===== config.mk =====
export PLATFORM = sky130hd
export DESIGN_NAME = div_issue_seq_flat
export DESIGN_NICKNAME = d
export VERILOG_FILES = /design/src/rtl/div_issue_seq_if.sv /design/src/rtl/div_issue_seq.sv /design/src/flat_wrapper.sv
export SDC_FILE = /design/constraint.sdc
export NUM_CORES = 1
export LEC_CHECK = 0
export CAP_MARGIN = 15
export CORE_MARGIN = 1
export CORE_UTILIZATION = 25
export DETAILED_ROUTE_END_ITERATION = 8
export GPL_ROUTABILITY_DRIVEN = 0
export PLACE_DENSITY = 0.54
export SYNTH_ARGS = -nofsm -noshare
export SYNTH_HDL_FRONTEND = slang
export SYNTH_SLANG_ARGS = --single-unit

===== constraint.sdc =====
create_clock -name clock -period 34.1 [get_ports clock]
set_clock_uncertainty 0.15 [all_clocks]
set_input_delay 6.82 -clock clock [delete_from_list [all_inputs] [get_ports clock]]
set_output_delay 6.82 -clock clock [all_outputs]
set_load 0.01 [all_outputs]

===== src/rtl/div_issue_seq_if.sv =====
// Job request, pipelined-divider and result bundle for div_issue_seq.
// The sequencer connects through the slave modport; the driver side uses master.
interface div_issue_seq_if #(
   parameter int COUNT = 8
);
   logic                  i_start;
   logic [21:0]           i_denominator;
   logic [COUNT*32-1:0]   i_numerators;
   logic [31:0]           o_divNumer;
   logic [21:0]           o_divDenom;
   logic [19:0]           i_divQuot;
   logic [COUNT*20-1:0]   o_results;
   logic                  o_busy;
   logic                  o_done;

   modport slave (
      input  i_start, i_denominator, i_numerators, i_divQuot,
      output o_divNumer, o_divDenom, o_results, o_busy, o_done
   );

   modport master (
      output i_start, i_denominator, i_numerators, i_divQuot,
      input  o_divNumer, o_divDenom, o_results, o_busy, o_done
   );
endinterface


===== src/rtl/div_issue_seq.sv =====
// Issues COUNT numerators against one denominator to an external pipelined divider
// and collects the tagged quotients. Optional macro DIV_ZERO_GUARD_EN short-cuts zero denominators.
module div_issue_seq #(
   parameter int COUNT   = 8,
   parameter int LATENCY = 6
) (
   input logic            clock,
   input logic            reset,
   div_issue_seq_if.slave bus
);
   localparam int TAG_W = (COUNT > 1) ? $clog2(COUNT) : 1;
   localparam logic [TAG_W-1:0] LAST_TAG = TAG_W'(COUNT - 1);

   typedef enum logic [1:0] {IDLE, ISSUE, DRAIN, DONE} state_t;

   state_t            state_reg;
   state_t            state_next;

   logic [31:0]       num_in [COUNT];
   logic [31:0]       num_reg [COUNT];
   logic [TAG_W-1:0]  index_reg;
   logic [31:0]       div_numer_reg;
   logic [21:0]       div_denom_reg;
   logic              pipe_valid_reg [LATENCY];
   logic [TAG_W-1:0]  pipe_tag_reg [LATENCY];
   logic [19:0]       res_reg [COUNT];

   logic              start_ok;
   logic              zero_den;
   logic              issue_last;
   logic              capture;
   logic              capture_last;
   logic              push_valid;
   logic [TAG_W-1:0]  push_tag;
   logic [31:0]       next_numer;
   logic              busy;
   logic              done;
   logic [COUNT*20-1:0] results_flat;

   for (genvar gi = 0; gi < COUNT; gi++) begin : g_slot
      assign num_in[gi] = bus.i_numerators[gi*32 +: 32];
   end

   assign start_ok = (state_reg == IDLE) && bus.i_start;

`ifdef DIV_ZERO_GUARD_EN
   assign zero_den = (bus.i_denominator == '0);
`else
   assign zero_den = 1'b0;
`endif

   assign issue_last   = (index_reg == LAST_TAG);
   assign capture      = pipe_valid_reg[LATENCY-1];
   assign capture_last = capture && (pipe_tag_reg[LATENCY-1] == LAST_TAG);

   // Pipe entry 0 always describes the operand currently on the divider inputs.
   always_comb begin
      push_valid = 1'b0;
      push_tag   = '0;
      if (start_ok && !zero_den) begin
         push_valid = 1'b1;
      end else if (state_reg == ISSUE && !issue_last) begin
         push_valid = 1'b1;
         push_tag   = index_reg + 1'b1;
      end
   end

   always_comb begin
      next_numer = num_reg[0];
      for (int k = 0; k < COUNT; k++) begin
         if (TAG_W'(k) == index_reg + 1'b1) next_numer = num_reg[k];
      end
   end

   always_ff @(posedge clock) begin
      if (reset) state_reg <= IDLE;
      else       state_reg <= state_next;
   end

   always_comb begin
      state_next = state_reg;
      busy       = 1'b1;
      done       = 1'b0;
      case (state_reg)
         IDLE: begin
            busy = 1'b0;
            if (bus.i_start) state_next = zero_den ? DONE : ISSUE;
         end
         ISSUE: begin
            // With LATENCY=1 the last quotient lands while still issuing.
            if (capture_last)    state_next = DONE;
            else if (issue_last) state_next = DRAIN;
         end
         DRAIN: begin
            if (capture_last) state_next = DONE;
         end
         DONE: begin
            done       = 1'b1;
            state_next = IDLE;
         end
         default: state_next = IDLE;
      endcase
   end

   always_ff @(posedge clock) begin
      if (reset) begin
         index_reg     <= '0;
         div_numer_reg <= '0;
         div_denom_reg <= '0;
         for (int k = 0; k < LATENCY; k++) begin
            pipe_valid_reg[k] <= 1'b0;
            pipe_tag_reg[k]   <= '0;
         end
         for (int k = 0; k < COUNT; k++) res_reg[k] <= '0;
      end else begin
         pipe_valid_reg[0] <= push_valid;
         pipe_tag_reg[0]   <= push_tag;
         for (int k = 1; k < LATENCY; k++) begin
            pipe_valid_reg[k] <= pipe_valid_reg[k-1];
            pipe_tag_reg[k]   <= pipe_tag_reg[k-1];
         end

         if (start_ok) begin
            for (int k = 0; k < COUNT; k++) num_reg[k] <= num_in[k];
            index_reg <= '0;
            if (!zero_den) begin
               div_numer_reg <= num_in[0];
               div_denom_reg <= bus.i_denominator;
            end
         end else if (state_reg == ISSUE && !issue_last) begin
            index_reg     <= index_reg + 1'b1;
            div_numer_reg <= next_numer;
         end

         if (start_ok && zero_den) begin
            for (int k = 0; k < COUNT; k++) res_reg[k] <= '0;
         end else if (capture) begin
            for (int k = 0; k < COUNT; k++) begin
               if (pipe_tag_reg[LATENCY-1] == TAG_W'(k)) res_reg[k] <= bus.i_divQuot;
            end
         end
      end
   end

   always_comb begin
      results_flat = '0;
      for (int k = 0; k < COUNT; k++) results_flat[k*20 +: 20] = res_reg[k];
   end

   assign bus.o_results  = results_flat;
   assign bus.o_divNumer = div_numer_reg;
   assign bus.o_divDenom = div_denom_reg;
   assign bus.o_busy     = busy;
   assign bus.o_done     = done;
endmodule

===== src/flat_wrapper.sv =====
// flat-port wrapper written by rule: the top's interface ports become plain ports
module div_issue_seq_flat 
#(
   parameter int COUNT   = 8,
   parameter int LATENCY = 6
)
  (clock, reset, bus_i_start, bus_i_denominator, bus_i_numerators, bus_i_divQuot, bus_o_divNumer, bus_o_divDenom, bus_o_results, bus_o_busy, bus_o_done);
  div_issue_seq_if #(.COUNT(COUNT)) bus_i ();
  input logic clock;
  input logic reset;
  input wire logic [$bits(bus_i.i_start)-1:0] bus_i_start;
  input wire logic [$bits(bus_i.i_denominator)-1:0] bus_i_denominator;
  input wire logic [$bits(bus_i.i_numerators)-1:0] bus_i_numerators;
  input wire logic [$bits(bus_i.i_divQuot)-1:0] bus_i_divQuot;
  output wire logic [$bits(bus_i.o_divNumer)-1:0] bus_o_divNumer;
  output wire logic [$bits(bus_i.o_divDenom)-1:0] bus_o_divDenom;
  output wire logic [$bits(bus_i.o_results)-1:0] bus_o_results;
  output wire logic [$bits(bus_i.o_busy)-1:0] bus_o_busy;
  output wire logic [$bits(bus_i.o_done)-1:0] bus_o_done;
  assign bus_i.i_start = bus_i_start;
  assign bus_i.i_denominator = bus_i_denominator;
  assign bus_i.i_numerators = bus_i_numerators;
  assign bus_i.i_divQuot = bus_i_divQuot;
  assign bus_o_divNumer = bus_i.o_divNumer;
  assign bus_o_divDenom = bus_i.o_divDenom;
  assign bus_o_results = bus_i.o_results;
  assign bus_o_busy = bus_i.o_busy;
  assign bus_o_done = bus_i.o_done;
  div_issue_seq #(.COUNT(COUNT), .LATENCY(LATENCY)) u_core (.clock(clock), .reset(reset), .bus(bus_i));
endmodule

# --- Yosys cells after proc, flatten, opt, wreduce, memory -nomap -nowiden ---
# Memories as Yosys holds them, arrays and structs flattened.
# Cells that the tools add are included.
totals:
  regBits: 59
  mem_bits_rw: 440
  input_bits: 301
  out_inout_bits: 216
  word_cells: 137
  mem_count: 4
op_classes:
  n_addsub: 1
  eq_ne: 21
  mux: 78
  bitwise: 20
  reduce_logical: 9
memory_table:
  columns: ["name", "words", "width", "rd", "rd_clocked_by_memory_dff", "write_ports", "line_no", "rtl"]
  rows:
  - ["u_core.num_reg", 8, 32, 8, 0, 8, "div_issue_seq.sv:20", "logic [31:0] num_reg [COUNT];"]
  - ["u_core.res_reg", 8, 20, 8, 0, 8, "div_issue_seq.sv:26", "logic [19:0] res_reg [COUNT];"]
  - ["u_core.pipe_tag_reg", 6, 3, 6, 0, 6, "div_issue_seq.sv:25", "logic [TAG_W-1:0] pipe_tag_reg [LATENCY];"]
  - ["u_core.pipe_valid_reg", 6, 1, 6, 0, 6, "div_issue_seq.sv:24", "logic pipe_valid_reg [LATENCY];"]
op_table:
  columns: ["op", "count"]
  rows:
  - ["2-to-1 mux 32 bit", 9]
  - ["2-to-1 mux 20 bit", 8]
  - ["2-to-1 mux 1 bit", 48]
  - ["2-to-1 mux 3 bit", 8]
  - ["OR 1 bit", 20]
  - ["equality test 3 bit, second input constant", 5]
  - ["equality test 3 bit, first input constant", 4]
  - ["2-to-1 mux 2 bit", 4]
  - ["one-hot mux 2 bit (4 select lines)", 1]
  - ["equality test 2 x 3 -> 1 bit, first input constant", 2]
  - ["equality test 3 x 2 -> 1 bit, second input constant", 2]
  - ["equality test 2 bit, second input constant", 2]
  - ["adder 3 x 1 -> 3 bit, second input constant", 1]
  - ["equality test 1 x 3 -> 1 bit, first input constant", 1]
  - ["equality test 3 x 1 -> 1 bit, second input constant", 1]
  - ["logical AND 1 bit", 3]
  - ["zero test 3 bit", 1]
  - ["!= test 3 x 1 -> 1 bit, second input constant", 1]
  - ["AND reduction 3 bit", 1]
  - ["equality test 2 x 1 -> 1 bit, second input constant", 1]
  - ["zero test 2 bit", 1]
  - ["!= test 2 x 1 -> 1 bit, second input constant", 1]
  - ["!= test 2 bit, second input constant", 1]
  - ["nonzero test 2 bit", 1]
  - ["other kinds (2)", 2]

# --- Logic depth before layout (Yosys ltp) ---
# Gate-level depths: netlist of run 1.
depth:
  word_depth: 11
  ltp_mapped: 9
  ltp_nobuf: 6

# --- Worst setup path after synthesis of run 1 ---
# OpenSTA, ideal clock, no wires.
synth_timing:
  path_kind: "input -> register"
  from: "input port reset"
  to: "memory u_core.num_reg[0][0] (enable)"
  setup_ns: 0.879
  arrival_time_ns: 18.060
  required_ns: 33.071
  setup_slack_ns: 15.012
  path_stages: 4
  path_buffers: 3
  cell_sequence: "clkbuf_1 -> buf_1 -> clkbuf_1 -> nor2_1"
synth_rtl:
  columns: ["item", "line_no", "rtl"]
  rows:
  - ["start, declared", "flat_wrapper.sv:10", "input logic reset;"]
  - ["end, declared", "div_issue_seq.sv:20", null]

==> impl_metrics.ini, run 1 <==
[synthesis]
synth_top_area_cell = edfxtp_1
synth_warnings = 0
syn_area_sq_mm = 0.0192
yosysMostFrequentCell = edfxtp_1
ys_top_cells_by_area = edfxtp_1 (65%), dfxtp_1 (8.7%), nand2b_1 (2.8%)
synthTopCellsByCount = edfxtp_1 (416), nor2_1 (130), nand2b_1 (86)
yosysUniqueCellTypes = 48
ys.flop_type = edfxtp_1
synth-edff-count = 416
postSynthAreaPerCell_sq_um = 14.3
ys_seq_area_share_pct = 73.9
synthCells = 1339
synth_seq_cells = 499
synth.top_cell.area_share_pct = 65.2
ys_async_sr_fraction_pct = 0
syn_nets = 1651

[setup_path]
path_class = in2reg
cp.required_ns = 34.14
worstSetupStartpointType = input port
worstPathMaxFanout = 89
worst_setup_path_end_kind = flip-flop
cp.arrival_ns = 9.76

[place]
dp_slack_ns = 22.91
portBuffers = 516
dp_hpwl_um = 43400
dp_cells = 2761

[clock_tree]
cts_hold_buf = 0
cts_resized = 0
numCtsBuffers = 54
cts_buffer_depth = 3
postCtsSetupBuffers = 0
htreeDepth = 2
tritoncts = yes
clk_pin_slew_ns = 0.06
clk-insertion-delay-late_ns = 0.60
clockRootBuffer = clkbuf_16
cts.sinks = 499

[pwr]
ir_drop_mv = 0.0425
combPwrFrac_pct = 22.0
power.share.sequential_pct = 45.4
power.internal_w = 0.00123
netSwitchingPower_w = 0.000496
p_sw_share_pct = 28.8
power_w = 0.00172
clkPwrFrac_pct = 32.6
pwr_density_cell_mw_per_mm2 = 63.5
power_leakage_nw = 9.09

[detailed_routing]
wirelength_um = 64400
ant_nets = 0
drt-initial-drc-count = 1190
firstDrtPassIters = 6
wl_per_cell_um = 22.5
vias_per_cell = 4.75
vias = 13600
drc_errors = 0

[global_route]
antenna_found_initial = 26
grt_max_degree = 102
grt_pass1_wl_um = 92200
grt-ovfl-total = 0
grt_pass1_vias = 14000
track_usage_pct = 16.1

[timing]
post-route-period-util_pct = 28.5
worst_slack_ns = 24.39
rsz0062_at_grt = false
fmax_mhz = 103
fin_setup_tns_ns = 0
setup_viol = 0
slew_violations = 0
maxSlewHeadroom_pct = 21.7
tightestPinTransition_ns = 1.17
post-route-min-period_ns = 9.71
fin_hold_ws_ns = 0.278
hold_viol_final = 0

[floorplan]
die_area_sq_mm = 0.0777
die_w_um = 279
initial_core_util_pct = 25.3
rows = 101
core_sq_mm = 0.0758
dieHeight_um = 279
boundaryPins = 517

[cells_and_area]
largest_reg_flops = 256
stdcell_count = 2865
nets = 2153
area_growth_pct = 41.7
drive_above_1_share_pct = 6.64

[min_path]
hp-class = reg2reg

[job]
maxCapViolCount = 0

[status]
status = completed
-- final cells by class --
| class | instances | area (sq um) |
|---|---|---|
| fill | 7315 | 48700 |
| sequential | 499 | 14200 |
| timing repair buffer | 544 | 5400 |
| multi-input combinational | 710 | 4550 |
| clock buffer | 71 | 1440 |
| tap | 978 | 1220 |
| clock inverter | 26 | 243 |
| inverter | 32 | 120 |
| antenna | 5 | 12.5 |
-- kinds of logic after synthesis --
family / share of synthesized area, %
compound gates: 11.2
xor+xnor: 0.0457
fa+ha+maj: 0.719
buf+inv: 2.80
flops: 73.9
simple gates: 11.4
-- final timing paths --
check / start / to / slack (ns) / cells after the start
max: bus_i_start / u_core.num_reg[1][57] / 24.39 / 5
min: u_core.pipe_tag_reg[4][1] / u_core.pipe_tag_reg[5][1] / 0.28 / 1
max reg2reg: u_core.state_reg[0] / u_core.num_reg[1][57] / 30.38 / 6
min reg2reg: u_core.pipe_tag_reg[4][1] / u_core.pipe_tag_reg[5][1] / 0.28 / 1
-- cells in the final DEF (no fill, tap or decap), types with 29 or more instances in the layout --
| master | instances |
|---|---|
| inv_1 | 31 |
| edfxtp_1 | 416 |
| dfxtp_1 | 83 |
| nor3b_1 | 29 |
| a311oi_1 | 32 |
| nand2b_1 | 85 |
| nand2_1 | 81 |
| clkdlybuf4s50_1 | 515 |
| clkbuf_16 | 54 |
| nor3_1 | 29 |
| nor2_1 | 128 |
| nor2b_1 | 60 |
-- metrics by stage --
| step | util [%] | area, sq um |
|---|---|---|
| after floorplan | - | 19200 |
| after global placement | 33.5 | 25400 |
| after detailed placement | 33.5 | 25400 |
| after CTS | 35.7 | 27100 |
| after global routing | 35.8 | 27100 |
| final | 35.8 | 27100 |
-- power groups by stage --
stage | sequential, W | clock (W) | combinational, W
after CTS | 0.000783 | 0.000577 | 0.000382
after global routing | 0.000789 | 0.000600 | 0.000409
after global placement | 0.000794 | 0 | 0.000373
after floorplan | 0.000820 | 0 | 0.000171
final | 0.000782 | 0.000561 | 0.000380
after detailed placement | 0.000795 | 0 | 0.000381
-- layer usage --
metal	share of wire (%)	global-route usage (%)	vias up
li1	-	-	6053
met5	0.38	0	-
met1	40	19.7	6643
met3	9.7	5.26	138
met2	47	26.5	727
met4	2.6	5.35	36
-- critical path, cell delays in order --
cell and delay, ns:
clkdlybuf4s50_1 0.54, nand2_4 0.31, nor2_4 0.34, buf_4 0.65
buf_4 0.97
(Power assumes the default switching activity.)
==> run 2: changes to the inputs <==
==> constraint.sdc (replaced) <==
create_clock -name clock -period 9.8 [get_ports clock]
set_clock_uncertainty 0.15 [all_clocks]
set_input_delay 1.96 -clock clock [delete_from_list [all_inputs] [get_ports clock]]
set_output_delay 1.96 -clock clock [all_outputs]
set_load 0.01 [all_outputs]
==> run 2 against run 1 <==
- count of clock-buffer cells in the layout shrank 2
- first-iteration DRC count down 7.1%
- largest cell class unchanged
- final cell count is 0.17% lower
- via count shrank 0.18%
- critical path type unchanged
- non-clock buffer count down 8
- register-to-register slack lost 24 ns
- wire length about the same
==> impl_metrics.ini, run 2 (synthesized netlist as in run 1, its figures left out) <==
[setup_path]
worst_path_dominant_cell_family = compound AO/OA/AOI/OAI gates
worst_setup_path_end_kind = flip-flop
worst_path_max_delay_cell = o21ba_2
worstPathMaxFanout = 58
cp.required_ns = 10.16
path_class = in2reg
worstSetupStartpointType = input port
crit_buf_inv = 1
slowest_delay_ns = 1.06
path_depth = 5
r2r_slack_ns = 5.92
cp.arrival_ns = 5.13
r2r_cells = 7
cp_cell_sequence = clkdlybuf4s50_1 > and2_4 > o21ba_2 > o221ai_1 > o31ai_1
worstReg2RegEnd = u_core.bus.o_divNumer[10]
rr_startpoint = u_core.index_reg[0]

[timing]
maxSlewHeadroom_pct = 19.5
rsz0062_at_grt = false
fmax_mhz = 210
tightestPinTransition_ns = 1.21
slew_violations = 0
setup_viol = 0
post-route-period-util_pct = 48.6
hold_viol_final = 0
post-route-min-period_ns = 4.76
fin_setup_tns_ns = 0

[min_path]
min_path_cells = 1
hp-class = reg2reg
min_from = u_core.pipe_tag_reg[4][2]
hold_path_end = u_core.pipe_tag_reg[5][2]

[floorplan]
rows = 101
core_sq_mm = 0.0758
dieHeight_um = 279
die_w_um = 279
boundaryPins = 517
initial_core_util_pct = 25.3
die_area_sq_mm = 0.0777

[pwr]
power.share.sequential_pct = 45.1
netSwitchingPower_w = 0.00174
combPwrFrac_pct = 21.7
ir_drop_mv = 0.159
pwr_density_cell_mw_per_mm2 = 223
p_sw_share_pct = 28.8
clkPwrFrac_pct = 33.2
power.internal_w = 0.00432
power_leakage_nw = 9.08

[job]
maxCapViolCount = 0

[clock_tree]
numCtsBuffers = 54
clk-insertion-delay-late_ns = 0.61
postCtsSetupBuffers = 0
htreeDepth = 2
cts_resized = 0
clk_pin_slew_ns = 0.06
cts_hold_buf = 0
clockRootBuffer = clkbuf_16
cts.sinks = 499
tritoncts = yes
cts_buffer_depth = 3

[cells_and_area]
final_common_cell = clkdlybuf4s50_1
multiInputGateArea_sq_mm = 0.00455
drive_above_1_share_pct = 6.29
final_cell_mix = clkdlybuf4s50_1 (515), edfxtp_1 (416), nor2_1 (128)
area_growth_pct = 41.5
final_core_util_pct = 35.8
nets = 2145
largest_reg_flops = 256
regArea_sq_mm = 0.0142
fillerInstances = 7296

[detailed_routing]
vias_per_cell = 4.75
ant_nets = 0
drt-initial-drc-count = 1105
wl_per_cell_um = 22.5
wirelength_um = 64400
vias = 13600
firstDrtPassIters = 5
drc_errors = 0

[global_route]
antenna_found_initial = 18
grt_max_degree = 183
track_usage_pct = 16.0
grt_pass1_vias = 13900
grt_pass1_wl_um = 92300
grt-ovfl-total = 0

[place]
portBuffers = 516
dp_hpwl_um = 43300

[status]
status = completed
==> run 2: per-layer routing <==
metal,vias to the layer above,track usage (%),routed length [um]
li1,6051,-,-
met1,6561,19.1,25200
met2,784,27.3,31100
met3,151,5.31,6250
met4,26,4.75,1730
met5,-,0,179
==> run 2: how the worst max path moves through the flow <==
stage                      from                        end  slack, ns
finish              bus_i_start  u_core.bus.o_divNumer[11]       5.04
CTS                 bus_i_start   u_core.bus.o_divNumer[8]       5.10
global placement    bus_i_start  u_core.bus.o_divNumer[16]       4.54
floorplan                 reset       u_core.num_reg[0][0]       2.81
global route        bus_i_start  u_core.bus.o_divNumer[31]       5.00
detailed placement  bus_i_start   u_core.bus.o_divNumer[8]       4.44
==> run 2: cell type report <==
cell class | count | share of cell area, %
Sequential cell | 499 | 52.2
Antenna cell | 6 | 0.0554
Tap cell | 978 | 4.51
Multi-Input combinational cell | 710 | 16.8
Clock buffer | 69 | 5.27
Inverter | 32 | 0.443
Clock inverter | 30 | 1.08
Timing Repair Buffer | 536 | 19.6
==> run 2: worst reg2reg max path, stage by stage, from the launching register on <==
cell      delay (ns)
dfxtp_1         0.36
ha_1            0.27
ha_4            0.69
buf_4           0.88
nor2b_4         0.46
a311o_1         0.58
a311oi_1        0.29
o31ai_1         0.09
==> run 2: power by group through the flow <==
stage | Clock [W] | Combinational (W) | Sequential (W)
after detailed placement | 0 | 0.00133 | 0.00277
after global routing | 0.00214 | 0.00140 | 0.00275
after floorplan | 0 | 0.000598 | 0.00280
after CTS | 0.00205 | 0.00133 | 0.00273
after global placement | 0 | 0.00131 | 0.00277
final | 0.00201 | 0.00131 | 0.00273
==> run 2: per-stage QoR <==
stage | area, sq um | power (W) | hold slack, ns | setup WS [ns] | instances
4_1_cts | 27100 | 0.00611 | 0.285 | 5.10 | 2854
2_1_floorplan | 19200 | 0.00339 | 0.264 | 2.81 | 1339
6_report | 27100 | 0.00606 | 0.283 | 5.04 | 2860
5_1_grt | 27100 | 0.00629 | 0.301 | 5.00 | 2857
3_5_place_dp | 25400 | 0.00410 | 0.270 | 4.44 | 2755
3_3_place_gp | 25400 | 0.00408 | 0.273 | 4.54 | 2755
